### src/rtl/fetch_pkg.sv
// Shared constants and types for the instruction-fetch front end.
package fetch_pkg;

  localparam int unsigned AW_DEFAULT = 8;
  localparam int unsigned ILEN       = 32;

  // add x0,x0,x0
  localparam logic [ILEN-1:0] NOP_INSTR = 32'h0000_0033;

  typedef struct packed {
    logic [ILEN-1:0]       instr;
    logic [AW_DEFAULT-1:0] pc;
  } entry_t;

endpackage

### src/rtl/fetch_fifo.sv
// Generic synchronous FIFO with push, pop, flush and level.
// Flush has priority over push and pop. The caller never pushes when full
// unless it pops in the same cycle, and never pops when empty.
module fetch_fifo #(
  parameter int unsigned Width = 40,
  parameter int unsigned Depth = 4
) (
  input  logic                       clk_i,
  input  logic                       rst_ni,
  input  logic                       push_i,
  input  logic                       pop_i,
  input  logic                       flush_i,
  input  logic [Width-1:0]           wdata_i,
  output logic [Width-1:0]           rdata_o,
  output logic                       empty_o,
  output logic                       full_o,
  output logic [$clog2(Depth+1)-1:0] level_o
);

  localparam int unsigned PtrW = $clog2(Depth);
  localparam int unsigned CntW = $clog2(Depth + 1);

  logic [PtrW-1:0]  wr_ptr_q, wr_ptr_d;
  logic [PtrW-1:0]  rd_ptr_q, rd_ptr_d;
  logic [CntW-1:0]  count_q, count_d;
  logic [Width-1:0] mem_q [Depth];

  // Pointer and count next-state; flush clears everything.
  always_comb begin
    wr_ptr_d = wr_ptr_q;
    rd_ptr_d = rd_ptr_q;
    count_d  = count_q;
    if (flush_i) begin
      wr_ptr_d = '0;
      rd_ptr_d = '0;
      count_d  = '0;
    end else begin
      if (push_i) wr_ptr_d = wr_ptr_q + PtrW'(1);
      if (pop_i)  rd_ptr_d = rd_ptr_q + PtrW'(1);
      unique case ({push_i, pop_i})
        2'b10:   count_d = count_q + CntW'(1);
        2'b01:   count_d = count_q - CntW'(1);
        default: count_d = count_q;
      endcase
    end
  end

  // Control state register with synchronous active-low reset.
  always_ff @(posedge clk_i) begin
    if (!rst_ni) begin
      wr_ptr_q <= '0;
      rd_ptr_q <= '0;
      count_q  <= '0;
    end else begin
      wr_ptr_q <= wr_ptr_d;
      rd_ptr_q <= rd_ptr_d;
      count_q  <= count_d;
    end
  end

  // Storage is not reset; contents are only visible while count is nonzero.
  always_ff @(posedge clk_i) begin
    if (push_i && !flush_i) mem_q[wr_ptr_q] <= wdata_i;
  end

  // Head read and status flags.
  always_comb begin
    rdata_o = mem_q[rd_ptr_q];
    empty_o = (count_q == '0);
    full_o  = (count_q == CntW'(Depth));
    level_o = count_q;
  end

endmodule

### src/rtl/fetch_queue.sv
// Instruction-fetch front end: fetch PC, redirect handling and the
// instruction/PC queue feeding decode.
// Optional feature: define FETCH_BYPASS_EN to forward the memory word
// straight to decode when the queue is empty (zero-cycle fetch latency).
module fetch_queue
  import fetch_pkg::*;
#(
  parameter int unsigned    DEPTH    = 4,
  parameter int unsigned    AW       = AW_DEFAULT,
  parameter logic [AW-1:0]  RESET_PC = AW'(4)
) (
  input  logic                       clk,
  input  logic                       rst,
  output logic                       imem_en,
  output logic [AW-1:0]              imem_addr,
  input  logic [ILEN-1:0]            imem_data,
  input  logic                       redirect,
  input  logic [AW-1:0]              redirect_pc,
  output logic                       out_valid,
  input  logic                       out_ready,
  output logic [ILEN-1:0]            out_instr,
  output logic [AW-1:0]              out_pc,
  output logic [$clog2(DEPTH+1)-1:0] level
);

  logic [AW-1:0]      fpc_q, fpc_d;
  logic [ILEN+AW-1:0] q_rdata;
  logic               q_push, q_pop, q_empty, q_full;
  logic               bypass;

  fetch_fifo #(
    .Width (ILEN + AW),
    .Depth (DEPTH)
  ) u_fifo (
    .clk_i   (clk),
    .rst_ni  (rst),
    .push_i  (q_push),
    .pop_i   (q_pop),
    .flush_i (redirect),
    .wdata_i ({imem_data, fpc_q}),
    .rdata_o (q_rdata),
    .empty_o (q_empty),
    .full_o  (q_full),
    .level_o (level)
  );

  // Fetch request, queue handshake and decode-facing outputs.
  always_comb begin
    // Queue-side pop only; keeps imem_en free of the bypass valid path.
    q_pop     = ~q_empty & out_ready;
    imem_en   = rst & ~redirect & (~q_full | q_pop);
    imem_addr = fpc_q;
`ifdef FETCH_BYPASS_EN
    bypass    = q_empty & ~redirect;
`else
    bypass    = 1'b0;
`endif
    // A bypassed word that decode accepts this cycle never enters the queue.
    q_push    = imem_en & ~(bypass & out_ready);
    if (bypass) begin
      out_valid = imem_en;
      out_instr = imem_en ? imem_data : '0;
      out_pc    = imem_en ? fpc_q : '0;
    end else begin
      out_valid = ~q_empty;
      out_instr = q_empty ? '0 : q_rdata[ILEN+AW-1:AW];
      out_pc    = q_empty ? '0 : q_rdata[AW-1:0];
    end
  end

  // Fetch PC next-state: redirect wins, otherwise advance on each fetch.
  always_comb begin
    fpc_d = fpc_q;
    if (redirect) begin
      fpc_d = {redirect_pc[AW-1:2], 2'b00};
    end else if (imem_en) begin
      fpc_d = fpc_q + AW'(4);
    end
  end

  // Fetch PC register with synchronous active-low reset.
  always_ff @(posedge clk) begin
    if (!rst) fpc_q <= RESET_PC;
    else      fpc_q <= fpc_d;
  end

endmodule

### config.mk
export PLATFORM = sky130hd
export DESIGN_NAME = fetch_queue
export DESIGN_NICKNAME = d
export VERILOG_FILES = /design/src/rtl/fetch_pkg.sv /design/src/rtl/fetch_fifo.sv /design/src/rtl/fetch_queue.sv
export SDC_FILE = /design/constraint.sdc
export NUM_CORES = 1
export LEC_CHECK = 0
export ABC_CLOCK_PERIOD_IN_PS = 6900
export BUFFER_PORTS_ARGS = -buffer_cell sky130_fd_sc_hd__buf_2
export CAP_MARGIN = 40
export CORE_UTILIZATION = 50
export CTS_BUF_LIST = sky130_fd_sc_hd__clkbuf_4 sky130_fd_sc_hd__clkbuf_8
export CTS_CLUSTER_DIAMETER = 50
export CTS_CLUSTER_SIZE = 12
export DETAILED_ROUTE_END_ITERATION = 10
export PLACE_DENSITY = 0.71
export SLEW_MARGIN = 0
export SYNTH_ARGS = -nofsm -noshare
export SYNTH_HDL_FRONTEND = slang
export SYNTH_HIERARCHICAL = 1
export SYNTH_SLANG_ARGS = --single-unit
### constraint.sdc
create_clock -name clk -period 6.9 [get_ports clk]
set_clock_uncertainty 0.1 [all_clocks]
set_input_delay 1.38 -clock clk [delete_from_list [all_inputs] [get_ports clk]]
set_output_delay 1.38 -clock clk [all_outputs]
set_load 0.01 [all_outputs]
* Word-level counts from Yosys, hierarchy flattened
Memories as Yosys holds them, arrays and structs flattened. A register that Yosys moved wholly into a read port is not among the register bits. Index checks and enable logic that the tools add are counted.
Word-level totals: input bits 44, word-level logic and storage cells 37, register bits after elaboration 15, output and inout bits 53, memories kept 1, memory bits (writable) 160
Memory list:
- u_fifo.mem_q | depth 4, width 40, rd ports 1, clocked after memory_dff 1, wr ports 1, RTL line fetch_fifo.sv:26 | logic [Width-1:0] mem_q [Depth];
Cells by class: muxes and demuxes 9, reduce and logical (&&, ||, !) cells 6, bitwise logic cells 8, $add $sub $neg 5, equal/unequal tests 3
Operators by type and width (count):
- two-way mux 32 bit | 1
- two-way mux 8 bit | 3
- adder 8 x 3 -> 8 bit, second input constant | 1
- one-hot mux 3 bit (2 select lines) | 1
- adder 2 x 1 -> 2 bit, second input constant | 2
- two-way mux 2 bit | 2
- inverter 1 bit | 4
- nonzero test 2 bit | 2
- adder 3 x 1 -> 3 bit, second input constant | 1
- AND 1 bit | 3
- == test 3 bit, second input constant | 1
- zero test 3 bit | 1
- subtractor 3 x 1 -> 3 bit, second input constant | 1
- == test 2 x 1 -> 1 bit, second input constant | 1
- == test 2 bit, second input constant | 1
- two-way mux 1 bit | 2
- OR reduction 2 bit | 1
- logical AND 1 bit | 1
- zero test 1 bit | 1
- bitwise OR 1 bit | 1

* Depth between registers and ports, before layout
Gate-level depths: netlist (run 1).
word-level depth 8, mapped depth 11, depth with buffers taken out 11

* Hierarchy
Netlist (run 1), hierarchy kept.
By module, submodules not included:
- fetch_fifo | area each 6261.0 um^2, times used 1, sequential area each 4984.8 um^2, cells each 258
- fetch_queue | area each 621.8 um^2, times used 1, sequential area each 120.1 um^2, cells each 87

* Worst setup path after synthesis (run 1)
No wires, ideal clock.
path type input -> register, start point in redirect, end point mem u_fifo.mem_q[0][0], enable pin, arrival time 3.219 ns, path slack 3.180 ns, stages 6, data required time 6.399 ns, setup time 0.401 ns, buffers on the path 1, cell sequence inv_1 -> clkbuf_1 -> and3_1 -> inv_1 -> nor2_1 -> and2_1
On the way: word-level cells in the longest chain between the ends 6, elaborated cells on any way between the ends 7, those cells by class 2 x mux; 3 x bitwise; 2 x reduce/logical
RTL lines:
- start, declared | RTL line fetch_queue.sv:17 | input logic redirect,
- inverter 1 bit | RTL line fetch_queue.sv:51 | imem_en = rst & ~redirect & (~q_full | q_pop);
- AND 1 bit (2 in a row) | RTL line fetch_queue.sv:51
- named net imem_en | RTL line fetch_queue.sv:14 | output logic imem_en,
- logical AND 1 bit | RTL line fetch_fifo.sv:63 | if (push_i && !flush_i) mem_q[wr_ptr_q] <= wdata_i;
- two-way mux 1 bit | RTL line fetch_fifo.sv:63
- two-way mux 1 bit (implied by the code) | RTL line fetch_fifo.sv:63
- end, declared | RTL line fetch_fifo.sv:26
The timed path passes the listed nets, and every way through them passes these cells.

==> flow_metrics.tcl, run 1 <==
set metrics [dict create \
    clock_sinks 175 \
    end_kind "output pin" \
    outcome "complete, no violations" \
    p_per_area_mw_per_mm2 233 \
    async_reset_ff_share_pct 0 \
    worstReg2RegStart "u_fifo/level_o[0]$_SDFFE_PP0P_" \
    hold_path_class "reg -> reg" \
    nets 506 \
    ctsHtreeMaxLevel 4 \
    place_area_mm2 0.00759 \
    grt_pass1_vias 3450 \
    start_util_pct 51.6 \
    synth_top_cells_by_area "edfxtp_1 70%, mux4_2 13%, dfxtp_1 4.4%, nor2b_1 3.5%, buf_12 1.2%" \
    slew-limit-headroom_pct 59.1 \
    ir_worst_vdd_uv 95.6 \
    vias_per_cell 5.22 \
    grt_overflow 0 \
    ys_seq_elements 175 \
    port_buffers 92 \
    synth.most_common_cell "edfxtp_1" \
    clk_latency_ns 0.44 \
    vias 3355 \
    worst_ep_arrival_time_ns 2.20 \
    grt_max_degree 42 \
    place.gp.congestion 0.769 \
    diodes 0 \
    cts.path.max_buffers 2 \
    drv_slew 0 \
    die-area_mm2 0.0142 \
    io_pins 97 \
    yosys.area.top_type "edfxtp_1" \
    synth.top_cells.by_count "160 x edfxtp_1, 40 x mux4_2, 39 x nor2b_1" \
    ant_nets 0 \
    wl_mm 11.6 \
    min_delay_path_depth 2 \
    wl_per_cell_um 18.0 \
    synth-edff-count 160 \
    cts_root_buf "clkbuf_8" \
    cts_resized 0 \
    drc 0 \
    syn_to_final_growth_pct 14.8 \
    drt-pass1-iter-count 4 \
    setup_viol 0 \
    reg2reg_to "u_fifo/mem_q[0][28]$_DFFE_PP_" \
    clkSlewWorstSetupHoldPaths_ns 0.08 \
    die_w_um 119 \
    fmaxAchievable_mhz 272 \
    synth_cell_types 31 \
    drive_above_1_share_pct 37.9 \
    synthCells 345 \
    synth.top_cell.area_share_pct 69.8 \
    grt_first_pass_wirelength_mm 18.1 \
    cts_buffers 17 \
    row_count 42 \
    postSynthAreaPerCell_um2 20.0 \
    crit_required_ns 5.42 \
    hold_viol 0 \
    cts_setup_buffers 0 \
    antenna_found_initial 0 \
    fill_cells 1018 \
    worst_slew_pin_slew_ns 0.613 \
    fin_area_mm2 0.00790 \
    core_region_area_mm2 0.0133 \
    grt_usage_pct 17.6 \
    crit_path_max_fanout 22 \
    worstSetupPathType "reg -> out" \
    dp_hpwl_mm 7.17 \
    dr.first_iter.drc_count 203 \
    multiInputGateArea_mm2 0.00164 \
    syn_area_mm2 0.00688 \
    min_to "u_fifo/rd_ptr_q[1]$_SDFFE_PP0P_" \
    cap_viol_max_count 0 \
    period_share_pct 53.3 \
    p_leak_nw 2.73 \
    yosys_warnings 6 \
    rsz0062_at_grt "no" \
    worst_slack_ns 3.22 \
    die_h_um 119 \
    synth-seq-area-share_pct 74.2 \
    post-place-ws_ns 3.21 \
    cp-start-kind "flop" \
    regArea_mm2 0.00511 \
    fin_setup_tns_ns 0 \
    holdBufCountCts 0 \
    hp-start "u_fifo/rd_ptr_q[1]$_SDFFE_PP0P_" \
    reg2reg_depth 8 \
    cts_tree "built" \
    reg2reg_slack_ns 4.17 \
    period_needed_ns 3.68 \
    synth_flop_cell "edfxtp_1" \
]
layer usage:
metal	part of all wire, %	up-vias	GRT usage, %
met1	44	1712	22.7
met3	4.3	12	4.41
met2	51	82	28.9
met4	1.4	0	7.27
met5	0	-	0
li1	-	1549	-
cells in the final DEF, fill, tap and decap left out, types with 2 or more instances in the layout:
master and instances:
dfxtp_1 13, clkbuf_4 4, mux4_2 40, and2_2 4, nor2b_1 39, and3_1 2
ha_1 6, edfxtp_1 160, mux2i_1 2, xor2_1 3, o21ai_0 6, xnor2_1 7
nor2_1 9, clkinv_1 3, nand2_1 4, conb_1 10, buf_2 92, clkinv_2 6
nand3_1 3, inv_1 9, buf_12 6, clkbuf_8 17, a21oi_1 9
area by class of cell:
cell class / count / area share [%]
Timing Repair Buffer: 99 / 7.44
Multi-Input combinational cell: 153 / 20.7
Inverter: 9 / 0.427
Clock buffer: 21 / 3.34
Sequential cell: 175 / 64.7
Tap cell: 176 / 2.79
Clock inverter: 10 / 0.617
critical path, cell delays in order (launching register included):
cell,delay (ns)
dfxtp_4,0.62
buf_12,0.28
mux4_2,0.51
and2b_2,0.19
buf_2,0.14
cells by family (layout without fill, tap and decap cells):
| logic type | Yosys count | count (layout) | share of synthesized area (%) |
|---|---|---|---|
| xor+xnor | 10 | 10 | 1.27 |
| other cells | 1 | 10 | 0.0545 |
| flops | 175 | 175 | 74.2 |
| compound gates | 18 | 18 | 1.49 |
| fa+ha+maj | 7 | 7 | 1.38 |
| simple gates | 66 | 66 | 5.60 |
| buf+inv | 26 | 139 | 2.65 |
| mux | 42 | 42 | 13.4 |
power breakdown:
part / internal, mW / total, mW / switching, mW
Sequential: 1.17 / 1.18 / 0.0109
Combinational: 0.0419 / 0.0908 / 0.0489
Clock: 0.254 / 0.574 / 0.320
state kept, by name, summed over array words and instances, names as in the netlist, named ones only:
| register | count |
|---|---|
| u_fifo/rd_ptr_q | 2 |
| u_fifo/level_o | 3 |
| imem_addr | 6 |
| u_fifo/mem_q | 160 |
| u_fifo/wr_ptr_q | 2 |
how the worst max path moves through the flow:
stage	from	end	slack, ns
2_1_floorplan	redirect	u_fifo/mem_q[0][0]$_DFFE_PP_	3.18
3_3_place_gp	redirect	u_fifo/mem_q[3][28]$_DFFE_PP_	3.13
3_5_place_dp	redirect	imem_en	3.21
4_1_cts	flop	out_pc[5]	3.13
5_1_grt	flop	out_pc[5]	3.07
6_report	flop	out_pc[5]	3.22
metrics by stage:
step | cells | hold slack, ns | utilization, % | total power, mW
final | 643 | 0.449 | 59.2 | 1.84
after global routing | 643 | 0.473 | 59.2 | 1.91
after CTS | 643 | 0.448 | 59.2 | 1.87
after detailed placement | 612 | 0.423 | 56.9 | 1.30
after global placement | 606 | 0.402 | 56.0 | 1.29
after floorplan | 354 | 0.385 | - | 1.25
Note: power is estimated with default switching activity, not from simulation.
==> run 2: changes to the inputs <==
--- a/config.mk
+++ b/config.mk
@@ -5,7 +5,7 @@
 export SDC_FILE = /design/constraint.sdc
 export NUM_CORES = 1
 export LEC_CHECK = 0
-export ABC_CLOCK_PERIOD_IN_PS = 6900
+export ABC_CLOCK_PERIOD_IN_PS = 3290
 export BUFFER_PORTS_ARGS = -buffer_cell sky130_fd_sc_hd__buf_2
 export CAP_MARGIN = 40
 export CORE_UTILIZATION = 50
@@ -13,7 +13,7 @@
 export CTS_CLUSTER_DIAMETER = 50
 export CTS_CLUSTER_SIZE = 12
 export DETAILED_ROUTE_END_ITERATION = 10
-export PLACE_DENSITY = 0.71
+export PLACE_DENSITY = 0.74
 export SLEW_MARGIN = 0
 export SYNTH_ARGS = -nofsm -noshare
 export SYNTH_HDL_FRONTEND = slang
==> constraint.sdc (replaced) <==
create_clock -name clk -period 3.29 [get_ports clk]
set_clock_uncertainty 0.1 [all_clocks]
set_input_delay 0.658 -clock clk [delete_from_list [all_inputs] [get_ports clk]]
set_output_delay 0.658 -clock clk [all_outputs]
set_load 0.01 [all_outputs]
==> flow_metrics.tcl, run 2 (synthesized netlist as in run 1, its figures left out) <==
set metrics [dict create \
    outcome "complete, no violations" \
    top_register "u_fifo/mem_q" \
    cts.path.max_buffers 2 \
    dp_cells 617 \
    core_region_area_mm2 0.0133 \
    final_cell_mix "160 x edfxtp_1, 92 x buf_2, 40 x mux4_2, 39 x nor2b_1, 17 x clkbuf_8" \
    cts_resized 0 \
    clk_latency_ns 0.44 \
    ir_worst_vdd_uv 219 \
    crit_buf_inv 2 \
    fmaxAchievable_mhz 343 \
    setup_viol 0 \
    nets 511 \
    clkSlewWorstSetupHoldPaths_ns 0.08 \
    ctsHtreeMaxLevel 4 \
    start_util_pct 51.6 \
    hold_path_class "in -> reg" \
    wl_mm 11.6 \
    vias_per_cell 5.24 \
    crit_required_ns 2.53 \
    dr.first_iter.drc_count 239 \
    period_needed_ns 2.91 \
    total_power_mw 4.07 \
    grt_max_degree 42 \
    fill_cells 1003 \
    cts_root_buf "clkbuf_8" \
    p_leak_nw 2.80 \
    cp_slowest_stage_delay_ns 0.54 \
    end_kind "output pin" \
    worst_ep_arrival_time_ns 2.16 \
    antenna_found_initial 0 \
    final_common_cell "edfxtp_1" \
    reg2reg_slack_ns 0.62 \
    p_per_area_mw_per_mm2 506 \
    wl_per_cell_um 17.9 \
    drc 0 \
    path_cells "buf_4 -> mux4_2 -> nor2b_1 -> buf_2" \
    cap_viol_max_count 0 \
    period_share_pct 88.6 \
    die-area_mm2 0.0142 \
    worstSetupPathType "reg -> out" \
    drt-pass1-iter-count 4 \
    dp_hpwl_mm 7.31 \
    drive_above_1_share_pct 39.3 \
    post-place-ws_ns 0.478 \
    grt_pass1_vias 3560 \
    slew-limit-headroom_pct 65.3 \
    row_count 42 \
    reg2reg_to "u_fifo/mem_q[3][26]$_DFFE_PP_" \
    min_delay_path_depth 1 \
    cp-endpoint "out_instr[8]" \
    crit_cells 4 \
    fin_setup_tns_ns 0 \
    hold_viol 0 \
    cts_tree "built" \
    crit_path_max_fanout 14 \
    port_buffers 92 \
    die_h_um 119 \
    rsz0062_at_grt "no" \
    worstReg2RegStart "u_fifo/level_o[0]$_SDFFE_PP0P_" \
    grt_first_pass_wirelength_mm 18.3 \
    grt_usage_pct 17.8 \
    diodes 0 \
    cts_buffers 17 \
    cp-start-kind "flop" \
    syn_to_final_growth_pct 16.9 \
    largest_reg_flops 160 \
    worst_slack_ns 0.376 \
    critPathTopFamily "flip-flops" \
    grt_overflow 0 \
    holdBufCountCts 0 \
    ant_nets 0 \
    worst_slew_pin_slew_ns 0.520 \
    drv_slew 0 \
    reg2reg_depth 8 \
    place.gp.congestion 0.823 \
    die_w_um 119 \
    stdcell_count 649 \
    slowest_stage "dfxtp_4" \
    vias 3403 \
    cts_setup_buffers 0 \
    io_pins 97 \
    clock_sinks 175 \
]
run 2: cell types whose count changed in the layout (fill, tap and decap cells not counted):
cell       previous run  this run
buf_12                6         9
buf_4                 1         3
bufinv_16             0         2
clkbuf_4              4         7
clkinv_1              3         0
clkinv_2              6         5
run 2: area by class of cell:
class	instances	area (um^2)	share of cell area [%]
clock buffers	24	287	3.56
repair buffers	104	663	8.24
clock inverters	8	92.6	1.15
inverters	9	33.8	0.420
well taps	176	220	2.74
multi-input cells	153	1640	20.4
flip-flops and latches	175	5110	63.5
run 2: metrics by stage:
stage / hold slack (ns) / utilization [%] / area, um^2
after CTS: 0.282 / 60.3 / 8050
after global placement: 0.408 / 57.4 / 7670
after floorplan: 0.385 / - / 6920
after detailed placement: 0.421 / 57.4 / 7670
after global routing: 0.287 / 60.3 / 8050
final: 0.319 / 60.3 / 8050
run 2: worst register-to-register path, cell delays in order (launching register included):
cell and delay, ns:
dfxtp_1 0.40, inv_1 0.10, and3_1 0.24, nand2_1 0.15
and3_1 0.29, inv_1 0.09, nor2_1 0.22, and2_2 0.48
buf_4 0.31
run 2: worst min-delay path by stage:
stage	startpoint	end	slack (ns)
final	imem_data[19]	u_fifo/mem_q[2][27]$_DFFE_PP_	0.32
after detailed placement	u_fifo/rd_ptr_q[1]$_SDFFE_PP0P_	flop	0.42
after CTS	imem_data[3]	u_fifo/mem_q[0][11]$_DFFE_PP_	0.28
after global routing	imem_data[28]	u_fifo/mem_q[3][36]$_DFFE_PP_	0.29
after floorplan	u_fifo/rd_ptr_q[1]$_SDFFE_PP0P_	flop	0.38
after global placement	u_fifo/rd_ptr_q[0]$_SDFFE_PP0P_	flop	0.41
run 2: routing by layer:
| metal | up-vias | track usage, % | part of all wire (%) |
|---|---|---|---|
| li1 | 1556 | - | - |
| met1 | 1723 | 22.7 | 43 |
| met2 | 102 | 27.7 | 49 |
| met3 | 22 | 5.75 | 5.5 |
| met4 | 0 | 8.52 | 2.0 |
| met5 | - | 0 | 0 |
run 2: where the power goes:
part,switching [mW],total (mW),leakage (nW),internal (mW)
sequential,0.0231,2.48,1.57,2.45
clock,0.672,1.40,0.202,0.726
combinational,0.106,0.196,1.02,0.0906
total,0.801,4.07,2.80,3.27
